**src/rtl/pipe_flow_ctrl.sv**
```systemverilog
// pipe_flow_ctrl: stall/flush/redirect controller for the five-stage pipeline.
// It also owns the multiply/divide busy counter, which holds MDU-dependent
// instructions in D until the result is ready.
// Optional feature macro: PIPE_PERF_CNT_EN adds the stall_cycles and
// flush_events performance counters.
module pipe_flow_ctrl #(
  parameter int unsigned MULT_CYCLES = 5,
  parameter int unsigned DIV_CYCLES  = 10,
  parameter logic [31:0] EXC_HANDLER = 32'h0000_4180
) (
  input  logic        clk,
  input  logic        reset,
  input  logic        stall_req_d,
  input  logic        mdu_use_d,
  input  logic        mdu_start_e,
  input  logic        mdu_div_e,
  input  logic [4:0]  exc_code_m,
  input  logic        int_req,
  input  logic        eret_m,
  input  logic [31:0] epc,
  output logic        stall_f,
  output logic        stall_d,
  output logic        flush_d,
  output logic        flush_e,
  output logic        flush_m,
  output logic        pc_redirect,
  output logic [31:0] pc_target,
  output logic        exc_take,
  output logic        mdu_go,
  output logic        mdu_busy,
`ifdef PIPE_PERF_CNT_EN
  output logic [31:0] stall_cycles,
  output logic [31:0] flush_events,
`endif
  output logic [3:0]  mdu_count
);

  typedef enum logic {IDLE, BUSY} mdu_state_e;

  localparam logic [3:0] MULT_LOAD = 4'(MULT_CYCLES);
  localparam logic [3:0] DIV_LOAD  = 4'(DIV_CYCLES);

  mdu_state_e state_q, state_d;
  logic [3:0] count_q, count_d;
  logic       busy;
  logic       exc;
  logic       stall;

  assign busy  = (state_q == BUSY);
  assign exc   = (exc_code_m != 5'd31) | int_req;
  assign stall = stall_req_d | (mdu_use_d & (busy | mdu_start_e));

  // Registered MDU status, held at zero while reset is asserted.
  assign mdu_busy  = reset & busy;
  assign mdu_count = reset ? count_q : '0;

  // Pipeline control decode: reset, then exception, then ERET, then stall.
  always_comb begin
    stall_f     = 1'b0;
    stall_d     = 1'b0;
    flush_d     = 1'b0;
    flush_e     = 1'b0;
    flush_m     = 1'b0;
    pc_redirect = 1'b0;
    pc_target   = '0;
    exc_take    = 1'b0;
    mdu_go      = 1'b0;
    if (!reset) begin
      flush_d = 1'b1;
      flush_e = 1'b1;
      flush_m = 1'b1;
    end else if (exc) begin
      exc_take    = 1'b1;
      pc_redirect = 1'b1;
      pc_target   = EXC_HANDLER;
      flush_d     = 1'b1;
      flush_e     = 1'b1;
      flush_m     = 1'b1;
    end else if (eret_m) begin
      pc_redirect = 1'b1;
      pc_target   = epc;
      flush_d     = 1'b1;
      flush_e     = 1'b1;
      flush_m     = 1'b1;
    end else begin
      stall_f = stall;
      stall_d = stall;
      flush_e = stall;
      mdu_go  = mdu_start_e;
    end
  end

  // MDU busy FSM next state; exceptions and ERET never cancel a running op.
  always_comb begin
    state_d = state_q;
    count_d = count_q;
    case (state_q)
      IDLE: begin
        if (mdu_go) begin
          state_d = BUSY;
          count_d = mdu_div_e ? DIV_LOAD : MULT_LOAD;
        end
      end
      BUSY: begin
        if (count_q == 4'd1) begin
          state_d = IDLE;
          count_d = '0;
        end else begin
          count_d = count_q - 4'd1;
        end
      end
      default: begin
        state_d = IDLE;
        count_d = '0;
      end
    endcase
  end

  // MDU state register with synchronous active-low reset.
  always_ff @(posedge clk) begin
    if (!reset) begin
      state_q <= IDLE;
      count_q <= '0;
    end else begin
      state_q <= state_d;
      count_q <= count_d;
    end
  end

`ifdef PIPE_PERF_CNT_EN
  logic [31:0] stall_cycles_q;
  logic [31:0] flush_events_q;

  assign stall_cycles = stall_cycles_q;
  assign flush_events = flush_events_q;

  // Performance counters: PC-hold cycles and redirect cycles, wrapping.
  always_ff @(posedge clk) begin
    if (!reset) begin
      stall_cycles_q <= '0;
      flush_events_q <= '0;
    end else begin
      if (stall_f)     stall_cycles_q <= stall_cycles_q + 32'd1;
      if (pc_redirect) flush_events_q <= flush_events_q + 32'd1;
    end
  end
`endif

endmodule

```
**config.mk**
```make
export PLATFORM = sky130hd
export DESIGN_NAME = pipe_flow_ctrl
export DESIGN_NICKNAME = d
export VERILOG_FILES = /design/src/rtl/pipe_flow_ctrl.sv
export SDC_FILE = /design/constraint.sdc
export NUM_CORES = 1
export LEC_CHECK = 0
export BUFFER_PORTS_ARGS = -buffer_cell sky130_fd_sc_hd__clkbuf_2
export CAP_MARGIN = 25
export CORE_UTILIZATION = 25
export DETAILED_ROUTE_END_ITERATION = 6
export MAX_ROUTING_LAYER = met4
export PLACE_DENSITY = 0.71
export SKIP_LAST_GASP = 1
export SYNTH_ARGS = -nofsm -noshare
export SYNTH_HDL_FRONTEND = slang
export SYNTH_SLANG_ARGS = --single-unit
```
**constraint.sdc**
```tcl
create_clock -name clk -period 1.3 [get_ports clk]
set_input_delay 0.13 -clock clk [delete_from_list [all_inputs] [get_ports clk]]
set_output_delay 0.13 -clock clk [all_outputs]
set_load 0.05 [all_outputs]
```
After elaboration in Yosys (flattened, before gate mapping):

Cells that the tools add are included.

* multiplexer cells: 26
* add/subtract/negate cells: 1
* bitwise gates (word level): 6
* equal/unequal tests: 3

Operators with widths (count)
* $mux W32: 3
* $mux W1: 17
* $mux W4: 4
* $pmux W4 S2: 1
* $ne A5 B5 Y1 const B: 1
* $eq A4 B1 Y1 const B: 1
* $sub A4 B1 Y4 const B: 1
* $or A1 B1 Y1: 3
* $and A1 B1 Y1: 2
* $ne A2 B2 Y1 const B: 1
* $pmux W1 S2: 1
* $not A1 Y1: 1

* logic and storage cells: 38
* output and inout port bits: 45
* input port bits: 45
* bits in registers: 5

Depth between registers and ports, before layout:

* word-level depth: 6
* mapped depth: 6
* depth with buffers taken out: 5

Worst setup path after synthesis:

OpenSTA, ideal clock, no wires.

* path kind: input to output
* start point: input port reset
* end point: output port stall_f
* slack: -864 ps
* required time: 1170 ps
* arrival: 2034 ps
* cell stages on the path: 6
* buffers on the path: 3
* cells stage by stage: buf_4 -> and4b_1 -> buf_4 -> nand2_1 -> nor2_1 -> buf_4

* word-level cells in the longest chain between the ends: 1

RTL lines
* from (decl): RTL line 12 `input logic reset,`
* $mux W1
* to (decl): RTL line 21 `output logic stall_f,`

No other way between the ends.

Worst setup path in the final report:

* start point: register state_q, in the netlist busy
* end point: output port flush_e

* word-level cells in the longest chain between the ends: 6

RTL lines
* from (decl): RTL line 43 `mdu_state_e state_q, state_d;`
* from (signal assigned): RTL line 125 `state_q <= state_d;`
* $or A1 B1 Y1: RTL line 51 `assign stall = stall_req_d | (mdu_use_d & (busy | mdu_start_e));`
* $and A1 B1 Y1: RTL line 51
* $or A1 B1 Y1: RTL line 51
* $mux W1: RTL line 79 `end else if (eret_m) begin`
* $mux W1: RTL line 72 `end else if (exc) begin`
* $mux W1: RTL line 68 `if (!reset) begin`
* to (decl): RTL line 24 `output logic flush_e,`

No other way between the ends.

==> results.yml <==
status:
  status: "finished with violations"
  failed_checks: "negative setup slack"
die:
  rows: 19
  start_util_pct: 26.3
  dieWidth_um: 55.9
  core_area_mm2: 0.00276
  pin_count: 90
  dieArea_mm2: 0.00312
  die_h_um: 55.9
yosys:
  synth-seq-area-share_pct: 13.8
  yosysMostFrequentCell: "and2_1"
  async_reset_ff_share_pct: 0
  synthCells: 103
  synth-main-ff-cell: "dfxtp_1"
  synthDistinctLibCells: 33
  synth_nets: 150
  synth_area_leaders: "and2_1 27%, dfxtp_1 14%, buf_4 5.2%, nand2_1 4.1%, nor2_1 4.1%"
  synth-edff-count: 0
  synth_top_area_share_pct: 26.7
  synthTopCellsByCount: "31 x and2_1, 8 x nand2_1, 8 x nor2_1, 5 x buf_4, 5 x dfxtp_1"
  synth_area_leader_cell: "and2_1"
  syn_area_um2: 726
  synth-seq-cells: 5
  synth.avg_cell_area_um2: 7.05
  yosys_warnings: 0
cells_and_area:
  diodes: 0
  num-fill-cells: 255
  nNetsFinal: 246
  multiInputGateArea_um2: 592
  area_growth_pct: 117
  drive_above_1_share_pct: 64.1
  seq_area_um2: 103
drt:
  drt-total-wl_um: 2910
  post-route-drc-count: 0
  firstDrtPassIters: 4
  via_per_inst: 4.72
  drtAntennaViolNets: 0
  via_count: 1082
  drt_iter0_drc: 20
  routedWlPerCell_um: 12.7
timing:
  fin_skew_ns: 0.00452
  hold_violations: 0
  fmax_ghz: 0.769
  slew_violations: 0
  slew_headroom_pct: 72.6
  finalCritPeriodShare_pct: 100
  worstMarginPinSlew_ns: 0.408
  period_minus_slack_ns: 1.30
  fin_ws_ns: -0.000242
  finalSetupTns_ns: -0.000242
  rsz0062_at_grt: "true"
  finalSetupViolCount: 1
global_route:
  grt_start_max_net_pins: 30
  grt_pass1_vias: 924
  grt_overflow_total: 0
  grtUsageTotal_pct: 17.1
  grt_pass1_wl_um: 4120
  antenna_found_initial: 0
place:
  gp_congestion: 0.769
  port_buffers: 89
  dp_hpwl_um: 2110
cts:
  cts_inserted_buffers: 3
  cts.sinks: 5
  cts-hold-fix-buffers: 0
  clk_pin_slew_ns: 0.05
  clock_latency_ns: 0.25
  cts_tree: "built"
  cts_buffer_depth: 2
  root_buffer: "clkbuf_4"
  htreeDepth: 1
run:
  drv_cap: 0
worst_setup_path:
  worst-r2r-setup-slack_ns: 0.07
  crit_start: "busy"
  slowest_delay_ns: 0.31
  critPathCapture: "flush_e"
  crit_path_top_delay_cell: "dfxtp_1"
  crit_chain: "o21a_1, nor2_4, nand3_2, buf_6"
  start_kind: "flop"
  cp.arrival_ns: 1.17
  timing.rr.end: "count_q[2]"
  reg2reg_depth: 5
  rr_startpoint: "count_q[1]"
  critPathCaptureType: "output port"
  crit_fanout: 2
  crit_required_ns: 1.17
  path_class: "reg2out"
pwr:
  powerDensity_mw_per_mm2: 338
  power.static_leakage_nw: 0.865
  power.total_mw: 0.532
  ir_drop_uv: 292
min_path:
  min_path_type: "in2reg"
layout by cell type (no fill, tap or decap), drive strengths merged, types with 4 or more instances in the layout:
cell type,instances
nand2,8
dfxtp,5
inv,4
clkbuf,58
buf,47
nor2,8
and2,31
layout make-up:
| class | count | area share, % |
|---|---|---|
| multi-input cells | 83 | 37.6 |
| repair buffers | 101 | 50.6 |
| clock buffers | 4 | 1.67 |
| well taps | 31 | 2.46 |
| flip-flops and latches | 5 | 6.51 |
| inverters | 5 | 1.19 |
power breakdown:
part           internal, mW  total (mW)  switching (mW)
sequential            0.154       0.155        0.000600
combinational        0.0847       0.189           0.105
clock                 0.117       0.188          0.0716
worst min path at each step:
stage,from,cells past startpoint,to
floorplan,mdu_div_e,3,count_q[0]
global placement,reset,3,busy
detailed placement,reset,3,busy
CTS,reset,3,busy
global route,reset,3,busy
finish,reset,3,busy
flip-flops by register name, summed over array words and instances, names as in the netlist:
signal,flops
busy,1
count_q,4
what timing repair did:
action | CTS | global route
pin swaps | 0 | 3
endpoints found under the setup margin | 25 | 36
gates resized for setup | 28 | 46
cloned | 0 | 2
setup buffers | 0 | 1
worst max-delay path: cells and delay by family, from the launching register on:
kind | cells | cell delay (ns)
and+or+nand+nor | 2 | 0.25
DFF | 1 | 0.31
buffers and inverters | 1 | 0.16
AOI/OAI and AO/OA | 1 | 0.20
metal layers:
layer | track usage [%] | vias to the layer above | routed length (um)
met5 | - | - | 0
met4 | 4.88 | 0 | 22
met3 | 6.28 | 4 | 227
met2 | 29.1 | 52 | 1540
met1 | 18.7 | 487 | 1120
li1 | - | 539 | -
stage by stage:
stage | hold WS, ns | cell area, um^2 | cells | util [%] | setup WS, ns
global placement | 0.533 | 1370 | 222 | 49.8 | -0.0486
finish | 0.278 | 1580 | 229 | 57.1 | -0.000242
CTS | 0.265 | 1480 | 226 | 53.5 | -0.0246
global route | 0.302 | 1580 | 229 | 57.1 | -0.0319
detailed placement | 0.528 | 1370 | 222 | 49.8 | -0.0666
floorplan | 0.387 | 762 | 103 | - | -0.0790
cell families after synthesis:
logic type / synth area share (%)
AOI/OAI and AO/OA: 16.4
DFF: 13.8
and+or+nand+nor: 54.3
buffers and inverters: 12.1
adders and majority gates: 3.45
(Power assumes the default switching activity.)
